$ cat src/rtl/sorted_array_builder_if.sv
// Interface bundling the insert handshake, clear, read port and status
// of the sorted array builder. master = front end / search side, slave = builder.
interface sorted_array_builder_if #(
  parameter int DATA_W = 8,
  parameter int ADDR_W = 5
);
  logic              ins_valid;
  logic [DATA_W-1:0] ins_data;
  logic              ins_ready;
  logic              clear;
  logic [ADDR_W-1:0] rd_addr;
  logic [DATA_W-1:0] rd_data;
  logic [ADDR_W:0]   count;
  logic              full;
  logic              busy;
  logic              ins_dup;

  modport master (
    output ins_valid, ins_data, clear, rd_addr,
    input  ins_ready, rd_data, count, full, busy, ins_dup
  );

  modport slave (
    input  ins_valid, ins_data, clear, rd_addr,
    output ins_ready, rd_data, count, full, busy, ins_dup
  );
endinterface

$ cat src/rtl/sorted_array_builder.sv
// Sorted array builder: keeps a DEPTH x DATA_W array of unsigned values in
// ascending order, one insertion-sort step per cycle, with a combinational
// read port for the downstream search datapath.
// Optional feature macro: DUP_REJECT_EN -- rejects values already present,
// restoring the array through an UNDO pass and pulsing ins_dup.
module sorted_array_builder #(
  parameter int DATA_W = 8,
  parameter int ADDR_W = 5
) (
  input logic                clock,
  input logic                reset,
  sorted_array_builder_if.slave bus
);
  localparam int              DEPTH   = 2**ADDR_W;
  localparam logic [ADDR_W:0] CNT_MAX = (ADDR_W+1)'(DEPTH);
  localparam logic [ADDR_W:0] ONE     = (ADDR_W+1)'(1);

`ifdef DUP_REJECT_EN
  typedef enum logic [1:0] {IDLE, SHIFT, WRITE, UNDO} state_t;
`else
  typedef enum logic [1:0] {IDLE, SHIFT, WRITE} state_t;
`endif

  state_t                   state;
  logic [DATA_W-1:0]        mem [DEPTH];
  logic [ADDR_W:0]          cnt;
  logic [DATA_W-1:0]        val;
  logic signed [ADDR_W:0]   i;      // scan index, -1 means "below slot 0"
  logic [ADDR_W-1:0]        i_a;
  logic [ADDR_W-1:0]        i1_a;   // slot above the scan index (wraps -1 to 0)
  logic                     ready;
  logic                     accept;
`ifdef DUP_REJECT_EN
  logic [ADDR_W-1:0]        j;      // restore pointer for UNDO
  logic                     dup_q;
`endif

  assign i_a    = i[ADDR_W-1:0];
  assign i1_a   = i_a + 1'b1;
  assign ready  = (state == IDLE) && (cnt < CNT_MAX);
  // clear outranks a simultaneous insert request
  assign accept = bus.ins_valid & ready & ~bus.clear;

  assign bus.ins_ready = ready;
  assign bus.rd_data   = mem[bus.rd_addr];
  assign bus.count     = cnt;
  assign bus.full      = (cnt == CNT_MAX);
  assign bus.busy      = (state != IDLE);
`ifdef DUP_REJECT_EN
  assign bus.ins_dup   = dup_q;
`else
  assign bus.ins_dup   = 1'b0;
`endif

  // Insertion FSM and array storage: shift larger entries up one per cycle,
  // then drop the new value into the hole.
  always_ff @(posedge clock or negedge reset) begin
    if (!reset) begin
      for (int k = 0; k < DEPTH; k++) mem[k] <= '0;
      cnt   <= '0;
      val   <= '0;
      i     <= '0;
      state <= IDLE;
`ifdef DUP_REJECT_EN
      j     <= '0;
      dup_q <= 1'b0;
`endif
    end else begin
`ifdef DUP_REJECT_EN
      dup_q <= 1'b0;
`endif
      if (bus.clear) begin
        for (int k = 0; k < DEPTH; k++) mem[k] <= '0;
        cnt   <= '0;
        state <= IDLE;
      end else begin
        case (state)
          IDLE: begin
            if (accept) begin
              val   <= bus.ins_data;
              i     <= $signed(cnt - ONE);   // empty array gives -1
              state <= (cnt == '0) ? WRITE : SHIFT;
            end
          end
          SHIFT: begin
            // the exhausted-index check costs a cycle so latency is always k+2
            if (i[ADDR_W]) begin
              state <= WRITE;
            end else if (mem[i_a] > val) begin
              mem[i1_a] <= mem[i_a];
              i         <= i - ONE;
`ifdef DUP_REJECT_EN
            end else if (mem[i_a] == val) begin
              dup_q <= 1'b1;
              j     <= i1_a;
              state <= UNDO;
`endif
            end else begin
              state <= WRITE;
            end
          end
          WRITE: begin
            mem[i1_a] <= val;
            cnt       <= cnt + ONE;
            state     <= IDLE;
          end
`ifdef DUP_REJECT_EN
          UNDO: begin
            // slide shifted entries back down, then clear the vacated top slot
            if (j == cnt[ADDR_W-1:0]) begin
              mem[j] <= '0;
              state  <= IDLE;
            end else begin
              mem[j] <= mem[j + 1'b1];
              j      <= j + 1'b1;
            end
          end
`endif
          default: state <= IDLE;
        endcase
      end
    end
  end
endmodule

$ cat src/flat_wrapper.sv
// flat-port wrapper written by rule: the top's interface ports become plain ports
module sorted_array_builder_flat 
#(
  parameter int DATA_W = 8,
  parameter int ADDR_W = 5
)
  (clock, reset, bus_ins_valid, bus_ins_data, bus_clear, bus_rd_addr, bus_ins_ready, bus_rd_data, bus_count, bus_full, bus_busy, bus_ins_dup);
  sorted_array_builder_if #(.DATA_W(DATA_W), .ADDR_W(ADDR_W)) bus_i ();
  input logic clock;
  input logic reset;
  input wire logic [$bits(bus_i.ins_valid)-1:0] bus_ins_valid;
  input wire logic [$bits(bus_i.ins_data)-1:0] bus_ins_data;
  input wire logic [$bits(bus_i.clear)-1:0] bus_clear;
  input wire logic [$bits(bus_i.rd_addr)-1:0] bus_rd_addr;
  output wire logic [$bits(bus_i.ins_ready)-1:0] bus_ins_ready;
  output wire logic [$bits(bus_i.rd_data)-1:0] bus_rd_data;
  output wire logic [$bits(bus_i.count)-1:0] bus_count;
  output wire logic [$bits(bus_i.full)-1:0] bus_full;
  output wire logic [$bits(bus_i.busy)-1:0] bus_busy;
  output wire logic [$bits(bus_i.ins_dup)-1:0] bus_ins_dup;
  assign bus_i.ins_valid = bus_ins_valid;
  assign bus_i.ins_data = bus_ins_data;
  assign bus_i.clear = bus_clear;
  assign bus_i.rd_addr = bus_rd_addr;
  assign bus_ins_ready = bus_i.ins_ready;
  assign bus_rd_data = bus_i.rd_data;
  assign bus_count = bus_i.count;
  assign bus_full = bus_i.full;
  assign bus_busy = bus_i.busy;
  assign bus_ins_dup = bus_i.ins_dup;
  sorted_array_builder #(.DATA_W(DATA_W), .ADDR_W(ADDR_W)) u_core (.clock(clock), .reset(reset), .bus(bus_i));
endmodule
$ cat config.mk
export PLATFORM = sky130hd
export DESIGN_NAME = sorted_array_builder_flat
export DESIGN_NICKNAME = d
export VERILOG_FILES = /design/src/rtl/sorted_array_builder_if.sv /design/src/rtl/sorted_array_builder.sv /design/src/flat_wrapper.sv
export SDC_FILE = /design/constraint.sdc
export NUM_CORES = 1
export LEC_CHECK = 0
export BUFFER_PORTS_ARGS = -buffer_cell sky130_fd_sc_hd__buf_2
export CORE_MARGIN = 5
export CORE_UTILIZATION = 45
export CTS_BUF_LIST = sky130_fd_sc_hd__clkbuf_2 sky130_fd_sc_hd__clkbuf_4 sky130_fd_sc_hd__clkbuf_8
export DETAILED_ROUTE_END_ITERATION = 16
export HOLD_SLACK_MARGIN = 0.12
export SLEW_MARGIN = 20
export SYNTH_ARGS = -nofsm -noshare
export SYNTH_HDL_FRONTEND = slang
export SYNTH_SLANG_ARGS = --single-unit
$ cat constraint.sdc
create_clock -name clock -period 4.75 [get_ports clock]
set_input_delay 0.95 -clock clock [delete_from_list [all_inputs] [get_ports clock]]
set_output_delay 0.95 -clock clock [all_outputs]
set_load 0.01 [all_outputs]
==> results.sh <==
export IMPL_status="completed"
export IMPL_tightest_slew_ns=1.01
export IMPL_synthesis_area_um2=17700
export IMPL_period_needed_ns=4.68
export IMPL_async_reset_ff_frac=1.00
export IMPL_synth_common_cells="a21oi_1, dfrtp_1, nor2b_1, mux4_2, clkbuf_1"
export IMPL_post_cts_setup_buffer_count=0
export IMPL_io_buffers=33
export IMPL_hold_viol=0
export IMPL_ys_warn_count=0
export IMPL_drv_slew=0
export IMPL_setup_worst_path_start_class="flip-flop"
export IMPL_p_int_uw=5080
export IMPL_leakagePower_uw=0.00868
export IMPL_worst_slack_ns=0.0737
export IMPL_syn_inst=1784
export IMPL_coreArea_um2=38800
export IMPL_antenna_found_initial=0
export IMPL_rsz0062_at_grt="false"
export IMPL_numCtsBuffers=51
export IMPL_via_per_inst=6.22
export IMPL_placedCellCount=2210
export IMPL_cts_sinks=278
export IMPL_critPathMaxStageDelay_ns=0.75
export IMPL_synth_flop_cell="dfrtp_1"
export IMPL_drc=0
export IMPL_synth_top_area_frac=0.393
export IMPL_place_congestion=0.903
export IMPL_yosysTopAreaCell="dfrtp_1"
export IMPL_power_share_clock=0.289
export IMPL_wl_per_cell_um=24.4
export IMPL_critPathTopFamily="compound AO/OA/AOI/OAI gates"
export IMPL_dieArea_um2=43400
export IMPL_achievable_frequency_ghz=0.214
export IMPL_yosysMostFrequentCell="a21oi_1"
export IMPL_timing_final_crit_share=0.984
export IMPL_maxCapViolCount=0
export IMPL_drt_total_wl_um=56200
export IMPL_swShare=0.395
export IMPL_clock_latency_ns=0.66
export IMPL_start_util=0.456
export IMPL_cts_hold_buf=0
export IMPL_final_area_um2=19600
export IMPL_hpwlAfterDp_um=36400
export IMPL_cts_root_buf="clkbuf_8"
export IMPL_ys_top_cells_by_area="dfrtp_1, a21oi_1, mux4_2, nor2b_1, mux2i_1"
export IMPL_vias=14300
export IMPL_grt_usage=0.256
export IMPL_first_iter_violations=1567
export IMPL_required_ns=5.33
export IMPL_crit_slowest_cell="o31ai_4"
export IMPL_place_ws_ns=0.145
export IMPL_clkTransAtPathRegs_ns=0.06
export IMPL_combPwrFrac=0.387
export IMPL_syn_avg_cell_area_um2=9.92
export IMPL_pwr_share_seq=0.324
export IMPL_cp_arrival_ns=5.25
export IMPL_ctsResizeCount=0
export IMPL_die_w_um=208
export IMPL_utilization=0.505
export IMPL_cts_tree="done"
export IMPL_crit_chain="buf_4 > nor2_2 > a22oi_1 > a21oi_1 > a211oi_2 > ha_1 > nor2b_1 > o211ai_1 > a21boi_2 > buf_4 > o31ai_4 > o311ai_4 > buf_12 > a21oi_1"
export IMPL_slew_headroom=0.327
export IMPL_ys_ff_latch=278
export IMPL_yosysSeqAreaShare=0.393
export IMPL_first_global_vias=13900
export IMPL_area_growth_pct=10.8
export IMPL_dr_pass1_iters=5
export IMPL_skew_ns=0.0475
export IMPL_setup_viol=0
export IMPL_cp_end_kind="flip-flop"
export IMPL_grt_overflow=0
export IMPL_grt_max_degree=142
export IMPL_grt_pass1_wl_um=87800
export IMPL_num_rows=72
export IMPL_vdd_drop_max_v=0.000217
export IMPL_setup_tns_ns=0
export IMPL_synth_edf_count=0
export IMPL_post_dp_cell_area_um2=18600
export IMPL_instances_no_fill=2301
export IMPL_hold_class="in -> async"
export IMPL_synthDistinctLibCells=58
export IMPL_path_class="reg -> reg"
export IMPL_htreeDepth=2
export IMPL_p_per_area_nw_per_um2=428
export IMPL_worst_path_buf_inv=3
export IMPL_nNetsFinal=1779
export IMPL_diodes=0
export IMPL_p_switching_uw=3320
export IMPL_worstPathMaxFanout=20
export IMPL_cts_path_max_buffers=3
export IMPL_drive_above_1_share=0.212
export IMPL_syn_nets=1818
export IMPL_num_io_pins=35
export IMPL_die_y_um=208
export IMPL_final_antenna_net_count=0
==> power by group through the flow <==
stage	sequential, uW	clock [uW]	combinational (uW)
floorplan	2670	0	2110
global placement	2750	0	3170
detailed placement	2750	0	3190
CTS	2720	2480	3210
global route	2740	2600	3430
finish	2720	2430	3260
==> routing by layer <==
metal | GRT usage | share of wire | up-vias | wire [um]
li1 | - | - | 6376 | -
met4 | 0.0734 | 0.029 | 0 | 1610
met2 | 0.385 | 0.46 | 578 | 25600
met3 | 0.0487 | 0.076 | 93 | 4270
met5 | 0 | 0 | - | 0
met1 | 0.380 | 0.44 | 7264 | 24700
==> area by class of cell <==
type | count | area (um2)
multi-input combinational | 1286 | 9810
fill | 3549 | 19200
clock buffer | 85 | 1030
timing repair buffer | 114 | 1080
clock inverter | 6 | 38.8
inverter | 14 | 52.6
tap | 518 | 648
sequential | 278 | 6960
==> cell usage in the layout (no fill, tap or decap), drive strengths merged, types with 2 or more instances in the layout <==
| cell type | n |
|---|---|
| a21oi | 536 |
| dfrtp | 278 |
| nor2b | 265 |
| buf | 113 |
| mux4 | 104 |
| clkbuf | 86 |
| mux2i | 80 |
| nand2 | 49 |
| a22oi | 41 |
| and2 | 28 |
| nor2 | 22 |
| ha | 17 |
| inv | 15 |
| nand2b | 14 |
| o21ai | 13 |
| o211ai | 12 |
| mux2 | 11 |
| nor3 | 11 |
| a31oi | 9 |
| o311ai | 9 |
| o221ai | 8 |
| a211oi | 7 |
| xor2 | 5 |
| nand3b | 4 |
| nand4 | 4 |
| clkinv | 4 |
| nor4 | 3 |
| o22ai | 3 |
| a2bb2oi | 3 |
| or3 | 3 |
| or2 | 2 |
| and3 | 2 |
| a21bo | 2 |
| and4 | 2 |
| xnor2 | 2 |
==> worst reg2reg max path, cell delays in order, from the launching register on <==
cell and delay [ns]:
dfrtp_4 0.60, buf_4 0.35, nor2_2 0.19, a22oi_1 0.44, a21oi_1 0.16, a211oi_2 0.43
ha_1 0.34, nor2b_1 0.13, o211ai_1 0.23, a21boi_2 0.11, buf_4 0.16, o31ai_4 0.75
o311ai_4 0.27, buf_12 0.24, a21oi_1 0.21
==> registers in the layout, indices dropped and copies added (netlist names) <==
signal,count
u_core.bus.count,6
u_core.i,6
u_core.mem,256
u_core.state,2
u_core.val,8
==> through the flow <==
| step | power [uW] | hold slack, ns |
|---|---|---|
| after floorplan | 4770 | 0.496 |
| after detailed placement | 5950 | 0.563 |
| after global placement | 5920 | 0.557 |
| final | 8410 | 0.389 |
| after global routing | 8770 | 0.432 |
| after CTS | 8410 | 0.389 |
==> final timing paths <==
check                           startpoint             endpoint  slack [ns]  cells after the start
max                            u_core.i[1]      u_core.mem[103]        0.07                     14
min                                  reset  u_core.bus.count[3]        0.39                      1
max reg2reg                    u_core.i[1]      u_core.mem[103]        0.07                     14
min reg2reg                  u_core.val[5]        u_core.val[5]        0.57                      2
max in group asynchronous            reset      u_core.mem[140]        3.33                      2
min in group clock         bus_ins_data[0]        u_core.val[0]        0.50                      3
==> cells by family (layout without fill, tap and decap cells) <==
family	count (synthesis)	count (layout)	share of synthesized area
flops	278	278	0.393
fa+ha+maj	17	17	0.0120
compound gates	654	654	0.214
mux	195	195	0.185
xor+xnor	7	7	0.00346
simple gates	412	412	0.136
other cells	1	1	0.000212
buf+inv	220	219	0.0572
Note: power is estimated with default switching activity, not from simulation.
